<file path="src/rtl/alu_operand_entry_pkg.sv">
// alu_operand_entry_pkg: shared state encoding and widths for operand entry
package alu_operand_entry_pkg;
  localparam int OPND_W = 6;
  localparam int OP_W = 3;
  typedef enum logic [1:0] {
    ENTER_A = 2'd0,
    ENTER_B = 2'd1,
    ENTER_OP = 2'd2,
    SHOW = 2'd3
  } state_t;
endpackage

</file>
<file path="src/rtl/alu_operand_entry_button_debouncer.sv">
// button_debouncer: two-flop synchroniser, counter debouncer and one-cycle press pulse
module button_debouncer #(
  parameter int DEBOUNCE_CYCLES = 1000000,
  parameter int CNT_W = 20
) (
  input logic clk_100MHz,
  input logic rst_n,
  input logic btn_raw,
  output logic level,
  output logic press
);
  logic s1, s2, db, db_q;
  logic [CNT_W-1:0] cnt;
  always_ff @(posedge clk_100MHz or negedge rst_n)
    if (!rst_n) begin
      s1 <= 1'b0;
      s2 <= 1'b0;
      db <= 1'b0;
      db_q <= 1'b0;
      cnt <= '0;
    end else begin
      s1 <= btn_raw;
      s2 <= s1;
      db_q <= db;
      if (s2 == db) cnt <= '0;
      else if (cnt == CNT_W'(DEBOUNCE_CYCLES - 1)) begin
        db <= s2;
        cnt <= '0;
      end else cnt <= cnt + CNT_W'(1);
    end
  assign level = db;
  assign press = db & ~db_q;
endmodule

</file>
<file path="src/rtl/alu_operand_entry.sv">
// alu_operand_entry: button-driven entry of ALU operands a, b and opcode op
module alu_operand_entry
  import alu_operand_entry_pkg::*;
#(
  parameter int DEBOUNCE_CYCLES = 1000000,
  parameter int CNT_W = 20
) (
  input logic clk_100MHz,
  input logic rst_n,
  input logic [OPND_W-1:0] sw,
  input logic [OP_W-1:0] sw_op,
  input logic btn_enter,
  input logic btn_clear,
  output logic [OPND_W-1:0] a,
  output logic [OPND_W-1:0] b,
  output logic [OP_W-1:0] op,
  output logic [1:0] stage,
  output logic ready
);
  state_t state, state_d;
  logic ent_p, clr_p, unused_ent_lvl, unused_clr_lvl;
  button_debouncer #(.DEBOUNCE_CYCLES(DEBOUNCE_CYCLES), .CNT_W(CNT_W)) u_ent (
    .clk_100MHz(clk_100MHz),
    .rst_n(rst_n),
    .btn_raw(btn_enter),
    .level(unused_ent_lvl),
    .press(ent_p)
  );
  button_debouncer #(.DEBOUNCE_CYCLES(DEBOUNCE_CYCLES), .CNT_W(CNT_W)) u_clr (
    .clk_100MHz(clk_100MHz),
    .rst_n(rst_n),
    .btn_raw(btn_clear),
    .level(unused_clr_lvl),
    .press(clr_p)
  );
  // SHOW + 1 wraps to ENTER_A; clear overrides a coincident enter
  always_comb state_d = clr_p ? ENTER_A : ent_p ? state_t'(state + 2'd1) : state;
  always_ff @(posedge clk_100MHz or negedge rst_n)
    if (!rst_n) begin
      state <= ENTER_A;
      ready <= 1'b0;
      a <= '0;
      b <= '0;
      op <= '0;
    end else begin
      state <= state_d;
      ready <= state_d == SHOW;
      if (clr_p) begin
        a <= '0;
        b <= '0;
        op <= '0;
      end else if (ent_p) begin
        if (state == ENTER_A) a <= sw;
        if (state == ENTER_B) b <= sw;
        if (state == ENTER_OP) op <= sw_op;
      end
    end
  assign stage = state;
endmodule

</file>
<file path="config.mk">
export PLATFORM = sky130hd
export DESIGN_NAME = alu_operand_entry
export DESIGN_NICKNAME = d
export VERILOG_FILES = /design/src/rtl/alu_operand_entry_pkg.sv /design/src/rtl/alu_operand_entry_button_debouncer.sv /design/src/rtl/alu_operand_entry.sv
export SDC_FILE = /design/constraint.sdc
export NUM_CORES = 1
export LEC_CHECK = 0
export BUFFER_PORTS_ARGS = -buffer_cell sky130_fd_sc_hd__buf_2
export CAP_MARGIN = 10
export CELL_PAD_IN_SITES_DETAIL_PLACEMENT = 1
export CELL_PAD_IN_SITES_GLOBAL_PLACEMENT = 2
export CORE_MARGIN = 2
export CORE_UTILIZATION = 33
export CTS_CLUSTER_DIAMETER = 60
export DETAILED_ROUTE_END_ITERATION = 16
export PLACE_DENSITY = 0.83
export SLEW_MARGIN = 25
export SYNTH_ARGS = -nofsm -noshare
export SYNTH_HDL_FRONTEND = slang
export SYNTH_SLANG_ARGS = --single-unit
</file>
<file path="constraint.sdc">
create_clock -name clk_100MHz -period 1.87 [get_ports clk_100MHz]
set_input_delay 0 -clock clk_100MHz [delete_from_list [all_inputs] [get_ports clk_100MHz]]
set_output_delay 0 -clock clk_100MHz [all_outputs]
set_load 0.02 [all_outputs]
</file>
# Word-level counts from Yosys, hierarchy flattened
# Index checks and enable logic that the tools add are counted.
# Widths: inputs -> output; s select.
# totals
ff_bits	66
inputBits	13
output_inout_bits	18
elab_cells	56
# classes
addsub	3
n_eq_ne	7
muxes	15
bitwise	6
reduce_logical	10
# ops
cell	n
$mux 20	4
$add 20x1->20 const B	2
$eq 20x20->1 const B	2
$mux 6	6
$reduce_and 2->1	5
$mux 3	3
$reduce_bool 2->1	4
$eq 2x2->1 const B	2
$mux 2	2
$not 1->1	4
$add 2x1->2 const B	1
$and 1x1->1	2
$eq 1x1->1	2
$eq 2x1->1 const B	1
$logic_not 2->1	1

# Longest topological paths before layout
# depth
ltp_word	5
mapped_depth	6
ltp_nobuf	5

# Hierarchy
# A second synthesis with hierarchy kept.
# unflattened
cells_unflattened	295
hier_area_um2	3174.3
# by_module_without_submodules
module	n_inst	cells_each	area_per_inst_um2	seq_area_each_um2
button_debouncer	2	110	1146.1	600.6
alu_operand_entry	1	75	882.1	450.4

# Worst setup path before layout
# OpenSTA, ideal clock, no wires.
# synth_timing
path_kind	register -> register
from	register u_ent.cnt[8]
to	register u_ent.cnt[17]
setup_time_ns	0.078
arrival_time_ns	1.670
required_ns	1.792
path_slack_ns	0.122
path_stages_with_launch	6
n_path_buf	1
synth_period_minus_slack_ns	1.748
path_cell_list	dfrtp_1 > nand4_2 > or3_1 > buf_2 > or4_1 > a21oi_1
# synth_via
elab_chain_len	3
word_cells_on_any_way	4
cone_classes	1 x add/sub; 1 x eq/ne; 2 x mux
# synth_lines
item	line	text
start, declared	alu_operand_entry_button_debouncer.sv:13	logic [CNT_W-1:0] cnt;
start signal, assigned	alu_operand_entry_button_debouncer.sv:29	end else cnt <= cnt + CNT_W'(1);
$add 20x1->20 or $eq 20x20->1 (tied branches)	alu_operand_entry_button_debouncer.sv:29, alu_operand_entry_button_debouncer.sv:26	
$mux 20 *	alu_operand_entry_button_debouncer.sv:26	else if (cnt == CNT_W'(DEBOUNCE_CYCLES - 1)) begin
$mux 20 *	alu_operand_entry_button_debouncer.sv:25	if (s2 == db) cnt <= '0;
# Mark *: on every way between the ends. The rest lies on a longest branch, timed or not.
# A chain may end at the register's enable or synchronous reset.

# Final worst setup path
# layout_timing
from	register u_ent.cnt[9]
to	register u_ent.cnt[19]
# The elaborated chain is that of the path after synthesis.

==> report_table.html <==
<table>
<tr><th>Metric</th><th>Value</th></tr>
<tr><th colspan="2">Detailed routing</th></tr>
<tr><td>Post-detailed-route DRC marker count</td><td>0</td></tr>
<tr><td>Antenna viol nets, final</td><td>0</td></tr>
<tr><td>Initial DRT Pass Iterations</td><td>4</td></tr>
<tr><td>Routed wire length</td><td>6.892 mm</td></tr>
<tr><td>DR iter-0 viols</td><td>90</td></tr>
<tr><td>Vias per Instance</td><td>5.002</td></tr>
<tr><td>Average wire length per cell after detail routing</td><td>14.45 um</td></tr>
<tr><td>Vias post-DR</td><td>2386</td></tr>
<tr><th colspan="2">Logic synthesis</th></tr>
<tr><td>Most instantiated flip-flop cell in the synthesis netlist</td><td>dfrtp_1</td></tr>
<tr><td>Share of synthesized area occupied by flip-flops and latches</td><td>54.48%</td></tr>
<tr><td>Async set-reset flop share out of synthesis</td><td>100.0%</td></tr>
<tr><td>Number of enable-type register cells in the synthesized netlist</td><td>0</td></tr>
<tr><td>Number of distinct standard cells referenced by the synthesized netlist</td><td>34</td></tr>
<tr><td>Per-instance average area after synthesis</td><td>9.811 um2</td></tr>
<tr><td>Synth Warn #</td><td>0</td></tr>
<tr><td>Cell Area, Synth</td><td>3032 um2</td></tr>
<tr><td>Number of cells produced by synthesis</td><td>309</td></tr>
<tr><td>Synth Register Bits</td><td>66</td></tr>
<tr><td>Number of nets in the synthesized netlist</td><td>327</td></tr>
<tr><th colspan="2">Global routing</th></tr>
<tr><td>Global-route wire length before repair</td><td>12.01 mm</td></tr>
<tr><td>Overall fraction of global-route tracks in use</td><td>15.21%</td></tr>
<tr><td>Total overflow reported by the global router</td><td>0</td></tr>
<tr><td>Pin count of the biggest net entering global routing</td><td>67</td></tr>
<tr><td>Initial antenna violation count</td><td>0</td></tr>
<tr><td>Via count of the first global-routing pass</td><td>2557</td></tr>
<tr><th colspan="2">Timing</th></tr>
<tr><td>Max Freq</td><td>566.9 MHz</td></tr>
<tr><td>Post-route fraction of the period consumed by the critical path</td><td>94.33%</td></tr>
<tr><td>Max transition margin</td><td>65.23%</td></tr>
<tr><td>Worst setup skew after layout</td><td>8.506 ps</td></tr>
<tr><td>Clock period minus worst slack</td><td>1764 ps</td></tr>
<tr><td>Total count of max-transition violations in the final report</td><td>0</td></tr>
<tr><td>Number of failing setup endpoints in the final timing report</td><td>0</td></tr>
<tr><td>Final total negative setup slack</td><td>0 ps</td></tr>
<tr><td>Setup repair after global routing missed its margin</td><td>false</td></tr>
<tr><td>Final Hold Vio Count</td><td>0</td></tr>
<tr><td>Actual transition at the worst max-transition pin</td><td>517.5 ps</td></tr>
<tr><th colspan="2">Floorplan</th></tr>
<tr><td>Number of core rows</td><td>34</td></tr>
<tr><td>Area of the die</td><td>9970 um2</td></tr>
<tr><td>Standard cell core area</td><td>8806 um2</td></tr>
<tr><td>Chip width</td><td>99.85 um</td></tr>
<tr><td>Vertical extent of the die</td><td>99.85 um</td></tr>
<tr><td>Count of pins on the block boundary</td><td>31</td></tr>
<tr><td>Initial cell density of the core</td><td>34.43%</td></tr>
<tr><th colspan="2">Clock tree</th></tr>
<tr><td>Clock-pin slew reported for the worst setup and hold paths after clock tree synthesis</td><td>70 ps</td></tr>
<tr><td>CTS buffer count</td><td>9</td></tr>
<tr><td>Clock insertion delay at the later pin of the skew report</td><td>340 ps</td></tr>
<tr><td>Count of H-tree levels built during CTS</td><td>3</td></tr>
<tr><td>Number of sinks handled by clock tree synthesis</td><td>66</td></tr>
<tr><td>Maximum number of buffers from clock root to sink</td><td>2</td></tr>
<tr><td>TritonCTS clock tree</td><td>done</td></tr>
<tr><td>Root Buffer</td><td>clkbuf_8</td></tr>
<tr><th colspan="2">Placed design</th></tr>
<tr><td>Placer's final routability congestion estimate</td><td>0.7718</td></tr>
<tr><td>Detailed placer's ending HPWL</td><td>4.814 mm</td></tr>
<tr><td>Count of port buffers added during placement</td><td>30</td></tr>
<tr><th colspan="2">Pwr</th></tr>
<tr><td>Static leakage</td><td>1.565 nW</td></tr>
<tr><td>Final Power</td><td>2.765 mW</td></tr>
<tr><td>Max rail drop VDD</td><td>384.7 uV</td></tr>
<tr><td>Power per standard cell area</td><td>741.1 nW/um2</td></tr>
<tr><th colspan="2">Setup path</th></tr>
<tr><td>FF-to-FF setup slack</td><td>110 ps</td></tr>
<tr><td>Critical setup path kind</td><td>flip-flop to flip-flop</td></tr>
<tr><td>Setup crit end kind</td><td>flip-flop</td></tr>
<tr><td>Worst setup SP type</td><td>flip-flop</td></tr>
<tr><td>Critical-path cell with the highest stage delay</td><td>or3_1</td></tr>
<tr><td>Required time reported for the critical path endpoint</td><td>2130 ps</td></tr>
<tr><td>Worst-case reg-to-reg path depth</td><td>4</td></tr>
<tr><td>Highest fanout seen on the critical path</td><td>8</td></tr>
<tr><td>Origin of the critical flop-to-flop path</td><td>u_ent.cnt[9]</td></tr>
<tr><td>CP startpoint</td><td>u_ent.cnt[9]</td></tr>
<tr><td>Cell breakdown of the critical path</td><td>nand4_2, or3_1, or4_1, a21oi_1</td></tr>
<tr><td>Largest stage delay on the critical path</td><td>500 ps</td></tr>
<tr><td>Data arrival time of the critical path</td><td>2020 ps</td></tr>
<tr><td>Worst setup path endpoint</td><td>u_ent.cnt[19]</td></tr>
<tr><td>Destination of the worst register-to-register timing path</td><td>u_ent.cnt[19]</td></tr>
<tr><th colspan="2">Layout</th></tr>
<tr><td>Layout Area Growth over Synthesis</td><td>23.07%</td></tr>
<tr><td>Filler Cell Count</td><td>1003</td></tr>
<tr><td>Antenna cells</td><td>0</td></tr>
<tr><td>Count of nets after finishing</td><td>384</td></tr>
<tr><td>Most frequent standard cell in the layout excluding fill and tap cells</td><td>dfrtp_1</td></tr>
<tr><td>Proportion of layout cells with a drive suffix above 1</td><td>19.24%</td></tr>
<tr><td>Fraction of the core area covered by cells at the end of the flow</td><td>42.37%</td></tr>
<tr><td>Commonest cells after routing, fill and taps aside</td><td>66 x dfrtp_1, 36 x nor2_1, 33 x nand2_1, 30 x buf_2, 27 x nand3_1</td></tr>
<tr><th colspan="2">Status</th></tr>
<tr><td>Outcome</td><td>finished clean</td></tr>
<tr><th colspan="2">Run</th></tr>
<tr><td>Maximum Capacitance Violations</td><td>0</td></tr>
<tr><th colspan="2">Hold path</th></tr>
<tr><td>Hold Crit Class</td><td>input port to asynchronous set/reset pin</td></tr>
</table>
[metrics by stage]
| step | std cells | cell area, um2 | setup WS (ps) | hold slack (ps) |
|---|---|---|---|---|
| 2_1_floorplan | 309 | 3032 | 121.6 | -295.6 |
| 3_3_place_gp | 449 | 3386 | 146.4 | 45.14 |
| 3_5_place_dp | 449 | 3386 | 50.75 | 55.18 |
| 4_1_cts | 475 | 3697 | 33.66 | 218.5 |
| 5_1_grt | 477 | 3731 | 4.125 | 259.4 |
| 6_report | 477 | 3731 | 106.0 | 197.4 |
[state kept, by name (all words and copies together), names as in the netlist, 2 cells and up]
signal and flops:
u_clr.cnt 20, u_ent.cnt 20, a 6, b 6, op 3, stage 2
[layer usage]
metal	GRT usage [%]	part of all wire (%)
met5	0	0
met3	4.666	3.3
met2	25.99	49
met1	18.75	46
met4	4.110	1.3
[power by group]
part,internal (mW),switching (mW)
Clock,0.669,0.519
Sequential,1.44,0.0158
Combinational,0.0543,0.0645
Total,2.17,0.600
[worst min path at each step]
stage / startpoint / end / slack (ps) / cells after the start
3_5_place_dp: rst_n / u_clr.cnt[19] / 60 / 2
2_1_floorplan: rst_n / a[0] / -300 / 0
4_1_cts: rst_n / b[3] / 220 / 3
3_3_place_gp: rst_n / u_clr.cnt[13] / 50 / 2
5_1_grt: rst_n / u_clr.cnt[4] / 260 / 3
6_report: rst_n / u_clr.cnt[11] / 200 / 3
[critical path: cells and delay by family, from the launching register on]
kind            cells  cell delay (ps)
flops               1              420
compound gates      1              150
simple gates        3             1120
[Yosys cell counts (all sizes together) (5+ instances only)]
| cell | instances | share of area, % |
|---|---|---|
| a21oi | 26 | 4.3 |
| clkbuf | 8 | 0.99 |
| dfrtp | 66 | 54 |
| ha | 5 | 2.1 |
| inv | 12 | 1.5 |
| nand2 | 33 | 4.1 |
| nand3 | 27 | 4.5 |
| nand4 | 10 | 2.3 |
| nor2 | 36 | 4.5 |
| nor3 | 9 | 1.5 |
| nor4 | 6 | 1.2 |
| o31ai | 6 | 1.5 |
| or3 | 5 | 1.0 |
| or4 | 5 | 1.3 |
| xnor2 | 16 | 4.6 |
| xor2 | 12 | 3.5 |
[cells by family after synthesis]
kind of cell / after synthesis / synth area share (%)
xor gates and xnor gates: 28 / 8.089
muxes: 2 / 0.7428
buffers and inverters: 22 / 2.765
and+or+nand+nor: 146 / 24.31
AOI/OAI and AO/OA: 40 / 7.553
DFF: 66 / 54.48
adders and majority gates: 5 / 2.064
[what timing repair did]
action                                 in CTS  in global routing
endpoints found under the hold margin      83                  0
buffers inserted                            0                  2
setup endpoints to repair                   0                 25
resized for setup                           0                  4
hold buffers                               12                  0
[final cells by class]
type / instances / area (um2) / share of cell area, %
multi-input cells: 221 / 1316 / 35.28
well taps: 108 / 135.1 / 3.622
flip-flops and latches: 66 / 1652 / 44.27
repair buffers: 56 / 391.6 / 10.50
inverters: 12 / 45.04 / 1.207
clock buffers: 11 / 151.4 / 4.058
clock inverters: 3 / 40.04 / 1.073
Power figures use the tool's default switching activity.
